### src/rtl/tt_pkg.sv
// Shared types, constants and helpers for the truth-table sweeper.
package tt_pkg;

  typedef enum logic [1:0] {
    ST_IDLE = 2'd0,
    ST_RUN  = 2'd1,
    ST_DONE = 2'd2
  } state_e;

  localparam int          SIG_W        = 16;
  localparam logic [15:0] SIG_POLY_DEF = 16'h8005;
  localparam logic [15:0] SIG_SEED_DEF = 16'hFFFF;

  function automatic logic [15:0] bin2gray(input logic [15:0] b);
    return b ^ (b >> 1'b1);
  endfunction

  // One MISR step: shift left, fold in the polynomial on carry-out, xor the response.
  function automatic logic [15:0] misr_step(input logic [15:0] sig,
                                            input logic [15:0] din,
                                            input logic [15:0] poly);
    return {sig[14:0], 1'b0} ^ (sig[15] ? poly : 16'h0000) ^ din;
  endfunction

endpackage

### src/rtl/tt_sweeper_misr16.sv
// 16-bit multiple-input signature register; reseeds on init, folds din on en.
module misr16
  import tt_pkg::*;
#(
  parameter logic [15:0] POLY = SIG_POLY_DEF,
  parameter logic [15:0] SEED = SIG_SEED_DEF
) (
  input  logic        clk,
  input  logic        rst,
  input  logic        init,
  input  logic        en,
  input  logic [15:0] din,
  output logic [15:0] sig
);

  // Signature register: init has priority over a fold.
  always_ff @(posedge clk or posedge rst) begin
    if (rst) begin
      sig <= SEED;
    end else if (init) begin
      sig <= SEED;
    end else if (en) begin
      sig <= misr_step(sig, din, POLY);
    end else begin
      sig <= sig;
    end
  end

endmodule

### src/rtl/tt_sweeper.sv
// Exhaustive-stimulus sequencer: walks all 2^N_IN vectors, holds each HOLD
// cycles, folds the sampled response into a MISR and checks it against golden.
module tt_sweeper
  import tt_pkg::*;
#(
  parameter int          N_IN     = 3,
  parameter int          N_OUT    = 3,
  parameter int          HOLD     = 10,
  parameter int          GRAY     = 0,
  parameter logic [15:0] SIG_POLY = SIG_POLY_DEF,
  parameter logic [15:0] SIG_SEED = SIG_SEED_DEF
) (
  input  logic              clk,
  input  logic              rst,
  input  logic              start,
  input  logic              abort,
  input  logic [15:0]       golden,
  input  logic [N_OUT-1:0]  dut_out,
  output logic [N_IN-1:0]   stim,
  output logic [N_IN-1:0]   vec_idx,
  output logic              sample,
  output logic              busy,
  output logic              done,
  output logic [15:0]       signature,
  output logic              pass
);

  localparam int              HCW          = (HOLD > 1) ? $clog2(HOLD) : 1;
  localparam logic [HCW-1:0]  HOLD_LAST    = HCW'(HOLD - 1);
  localparam logic [N_IN-1:0] VEC_LAST     = '1;
  localparam logic            SAMPLE_FIRST = (HOLD == 1) ? 1'b1 : 1'b0;

  state_e           state_r;
  logic [HCW-1:0]   hold_cnt_r;
  logic [N_IN-1:0]  vec_idx_r;
  logic [N_IN-1:0]  stim_r;
  logic             sample_r;
  logic             busy_r;
  logic             done_r;
  logic             pass_r;

  logic             start_ok_s;
  logic             abort_ok_s;
  logic [N_IN-1:0]  vec_next_s;
  logic [15:0]      sig_s;
  logic [15:0]      sig_next_s;

  function automatic logic [N_IN-1:0] to_stim(input logic [N_IN-1:0] v);
    if (GRAY != 0) begin
      return N_IN'(bin2gray(16'(v)));
    end else begin
      return v;
    end
  endfunction

  assign start_ok_s = start && (state_r != ST_RUN);
  assign abort_ok_s = abort && (state_r == ST_RUN);
  assign vec_next_s = vec_idx_r + N_IN'(1);
  // Signature the MISR will hold after this edge's fold, used to grade pass.
  assign sig_next_s = misr_step(sig_s, SIG_W'(dut_out), SIG_POLY);

  misr16 #(
    .POLY (SIG_POLY),
    .SEED (SIG_SEED)
  ) u_misr (
    .clk  (clk),
    .rst  (rst),
    .init (start_ok_s),
    .en   (sample_r && !abort_ok_s),
    .din  (SIG_W'(dut_out)),
    .sig  (sig_s)
  );

  // Sequencer FSM with registered stimulus and status outputs.
  always_ff @(posedge clk or posedge rst) begin
    if (rst) begin
      state_r    <= ST_IDLE;
      hold_cnt_r <= '0;
      vec_idx_r  <= '0;
      stim_r     <= '0;
      sample_r   <= 1'b0;
      busy_r     <= 1'b0;
      done_r     <= 1'b0;
      pass_r     <= 1'b0;
    end else begin
      case (state_r)
        ST_IDLE, ST_DONE: begin
          if (start) begin
            state_r    <= ST_RUN;
            hold_cnt_r <= '0;
            vec_idx_r  <= '0;
            stim_r     <= to_stim('0);
            sample_r   <= SAMPLE_FIRST;
            busy_r     <= 1'b1;
            done_r     <= 1'b0;
            pass_r     <= 1'b0;
          end
        end
        ST_RUN: begin
          if (abort) begin
            state_r    <= ST_IDLE;
            hold_cnt_r <= '0;
            vec_idx_r  <= '0;
            stim_r     <= '0;
            sample_r   <= 1'b0;
            busy_r     <= 1'b0;
            done_r     <= 1'b0;
            pass_r     <= 1'b0;
          end else if (sample_r) begin
            hold_cnt_r <= '0;
            if (vec_idx_r == VEC_LAST) begin
              // Terminal vector: golden is graded only here.
              state_r  <= ST_DONE;
              stim_r   <= '0;
              sample_r <= 1'b0;
              busy_r   <= 1'b0;
              done_r   <= 1'b1;
              pass_r   <= (sig_next_s == golden);
            end else begin
              vec_idx_r <= vec_next_s;
              stim_r    <= to_stim(vec_next_s);
              sample_r  <= SAMPLE_FIRST;
            end
          end else begin
            hold_cnt_r <= hold_cnt_r + HCW'(1);
            sample_r   <= ((hold_cnt_r + HCW'(1)) == HOLD_LAST);
          end
        end
        default: begin
          state_r    <= ST_IDLE;
          hold_cnt_r <= '0;
          vec_idx_r  <= '0;
          stim_r     <= '0;
          sample_r   <= 1'b0;
          busy_r     <= 1'b0;
          done_r     <= 1'b0;
          pass_r     <= 1'b0;
        end
      endcase
    end
  end

  assign stim      = stim_r;
  assign vec_idx   = vec_idx_r;
  assign sample    = sample_r;
  assign busy      = busy_r;
  assign done      = done_r;
  assign pass      = pass_r;
  assign signature = sig_s;

endmodule
### config.mk
export PLATFORM = sky130hd
export DESIGN_NAME = tt_sweeper
export DESIGN_NICKNAME = d
export VERILOG_FILES = /design/src/rtl/tt_pkg.sv /design/src/rtl/tt_sweeper_misr16.sv /design/src/rtl/tt_sweeper.sv
export SDC_FILE = /design/constraint.sdc
export NUM_CORES = 1
export LEC_CHECK = 0
export ABC_AREA = 1
export BUFFER_PORTS_ARGS = -buffer_cell sky130_fd_sc_hd__buf_2
export CORE_MARGIN = 5
export CORE_UTILIZATION = 40
export DETAILED_ROUTE_END_ITERATION = 12
export MAX_ROUTING_LAYER = met4
export PLACE_DENSITY = 0.68
export SLEW_MARGIN = 10
export SYNTH_ARGS = -nofsm -noshare
export SYNTH_HDL_FRONTEND = slang
export SYNTH_SLANG_ARGS = --single-unit
### constraint.sdc
create_clock -name clk -period 1.61 [get_ports clk]
set_input_delay 0.322 -clock clk [delete_from_list [all_inputs] [get_ports clk]]
set_output_delay 0.322 -clock clk [all_outputs]
set_load 0.005 [all_outputs]
==> flow_summary.json <==
{
  "p_per_area_nw_per_um2": 1540,
  "num_io_pins": 49,
  "tightest_slew_ps": 266,
  "fin_setup_tns_ps": 0,
  "routed_wl_mm": 4.04,
  "synthesis.area_per_instance_um2": 7.49,
  "final_cells": 360,
  "crit_chain": "ha_1, ha_1, nor2_1, nor2_1, nand3_1, nand2_1",
  "peakVddDrop_mv": 0.675,
  "max_stage_delay_ps": 410,
  "syn_nets": 279,
  "cp_num_buf_inv": 0,
  "critPathLaunchType": "register",
  "crit_type": "register to register",
  "dieHeight_um": 78.7,
  "dr.pass1.iters": 4,
  "grt_use_total": 0.139,
  "yosysUniqueCellTypes": 25,
  "row_count": 25,
  "antenna_found_initial": 0,
  "clkSinkCount": 32,
  "hold_path.class": "input pin to asynchronous set/reset pin",
  "coreArea_um2": 4660,
  "place_ws_ps": 207,
  "crit_path_top_delay_cell": "dfrtp_1",
  "multi_input_area_um2": 850,
  "design_area_um2": 2290,
  "netlist_instances": 252,
  "yosys_warnings": 0,
  "hold_viol_final": 0,
  "yosysSeqAreaShare": 0.435,
  "htreeDepth": 2,
  "status": "finished clean",
  "endpoint_kind": "register",
  "final_cell_mix": "86 x nand2_1, 48 x buf_2, 44 x inv_1, 25 x o21ai_0",
  "grt_pass1_wl_mm": 6.84,
  "drive_above_1_share": 0.288,
  "critical_path.max_fanout": 5,
  "grt_overflow": 0,
  "cts_buffer_depth": 2,
  "fmax_ghz": 0.711,
  "antennaDiodeCount": 0,
  "wl_per_cell_um": 11.2,
  "rsz0062_at_grt": "no",
  "register_area_um2": 821,
  "r2r_start": "vec_idx[0]",
  "worstPathArrival_ps": 1590,
  "die_x_um": 78.7,
  "gp_congestion": 0.807,
  "grt_pass1_vias": 1605,
  "cap_violations": 0,
  "io_buffers": 48,
  "setup_viol": 0,
  "fin_crit_ps": 1410,
  "finalNetCount": 332,
  "syn-cell-area_um2": 1890,
  "path_clk_slew_ps": 70,
  "maxSlewHeadroom": 0.823,
  "worst_slack_ps": 203,
  "drt-initial-drc-count": 64,
  "start_util": 0.405,
  "startpoint": "vec_idx[0]",
  "cts_hold_buffers": 0,
  "dpl.hpwl_mm": 3.14,
  "finish.utilization": 0.492,
  "cts_buffers": 5,
  "placed_area_um2": 2190,
  "post_cts_buffers": 0,
  "die_area_um2": 6190,
  "fill_cells": 455,
  "ant_nets": 0,
  "skew_ps": 6.86,
  "critical-path-top-delay-family": "simple AND/OR/NAND/NOR gates",
  "worstSkewPairLatency_ps": 290,
  "ys_seq_elements": 32,
  "grt_max_degree": 31,
  "via_count": 1709,
  "leakagePower_nw": 1.33,
  "cts_tree": "done",
  "drt_drc_violations_left": 0,
  "final_common_cell": "nand2_1",
  "cts-root-buf": "clkbuf_8",
  "dp_cells": 352,
  "cp_data_required_time_ps": 1790,
  "syn_to_final_growth_pct": 21.5,
  "post_cts_resized": 0,
  "final_max_slew_viol_count": 0,
  "fin_crit_sh": 0.874,
  "drt-vias-per-instance": 4.75
}
-- report_power, final --
| part | switching [mW] | leakage, nW | internal, mW |
|---|---|---|---|
| logic | 0.784 | 0.889 | 0.534 |
| clock network | 0.300 | 0.0552 | 0.459 |
| registers | 0.254 | 0.384 | 1.21 |
| total | 1.34 | 1.33 | 2.20 |
-- final cells by class --
| cell class | instances | area share |
|---|---|---|
| flip-flops and latches | 32 | 0.358 |
| well taps | 54 | 0.0295 |
| clock inverters | 2 | 0.0153 |
| clock buffers | 6 | 0.0316 |
| repair buffers | 51 | 0.120 |
| inverters | 46 | 0.0753 |
| multi-input cells | 169 | 0.370 |
-- tightest hold or removal path, stage by stage --
cell   delay, ps
buf_2         90
inv_1        100
buf_4        250
-- path summary, 6_finish.rpt --
check | to | slack, ps | cells after the start
max | state_r[0] | 200 | 6
min | hold_cnt_r[3] | 120 | 3
max reg2reg | state_r[0] | 200 | 6
min reg2reg | stim[2] | 490 | 2
max in group asynchronous | vec_idx[0] | 1310 | 3
min in group clk | busy | 330 | 3
-- state kept, by name (all words and copies together) (netlist names) --
signal and count:
stim 3, state_r 2, u_misr.sig 16, pass 1, hold_cnt_r 4, done 1, sample 1, vec_idx 3
busy 1
-- cells in the mapped netlist --
master / number / area share
o21ai_1: 12 / 0.032
nand2_1: 86 / 0.17
xor2_1: 1 / 0.0046
clkbuf_1: 1 / 0.0020
inv_1: 44 / 0.087
o21ai_0: 25 / 0.066
nor2_4: 1 / 0.0060
buf_4: 1 / 0.0040
a41oi_2: 1 / 0.0086
nand2_4: 4 / 0.024
inv_2: 2 / 0.0040
nand3_1: 11 / 0.029
buf_6: 3 / 0.018
nand3_2: 1 / 0.0053
nor3_2: 1 / 0.0053
dfrtp_1: 16 / 0.21
nand2_2: 2 / 0.0066
ha_1: 4 / 0.027
dfstp_2: 16 / 0.22
xnor2_1: 1 / 0.0046
a21oi_1: 1 / 0.0026
nor2_1: 13 / 0.026
nor2_8: 2 / 0.021
o31ai_1: 1 / 0.0040
a31oi_1: 2 / 0.0066
-- routing by layer --
layer  part of all wire  GRT usage  vias up
met4              0.014     0.0420        0
met3              0.067     0.0374        9
met1               0.45      0.168      776
met5                  0          -        -
met2               0.46      0.229       40
li1                   -          -      884
-- metrics by stage --
stage | hold WS, ps | power (mW)
floorplan | 426 | 2.34
global placement | 429 | 2.77
detailed placement | 436 | 2.81
CTS | 126 | 3.59
global route | 152 | 3.85
finish | 117 | 3.54
-- logic make-up (layout without fill, tap and decap cells) --
family          count (synthesis)  in the layout  synth area share
compound gates                 42             42             0.120
xor+xnor                        2              2           0.00928
flops                          32             32             0.435
fa+ha+maj                       4              4            0.0265
buf+inv                        51            105             0.115
simple gates                  121            121             0.294
Note: power is estimated with default switching activity, not from simulation.
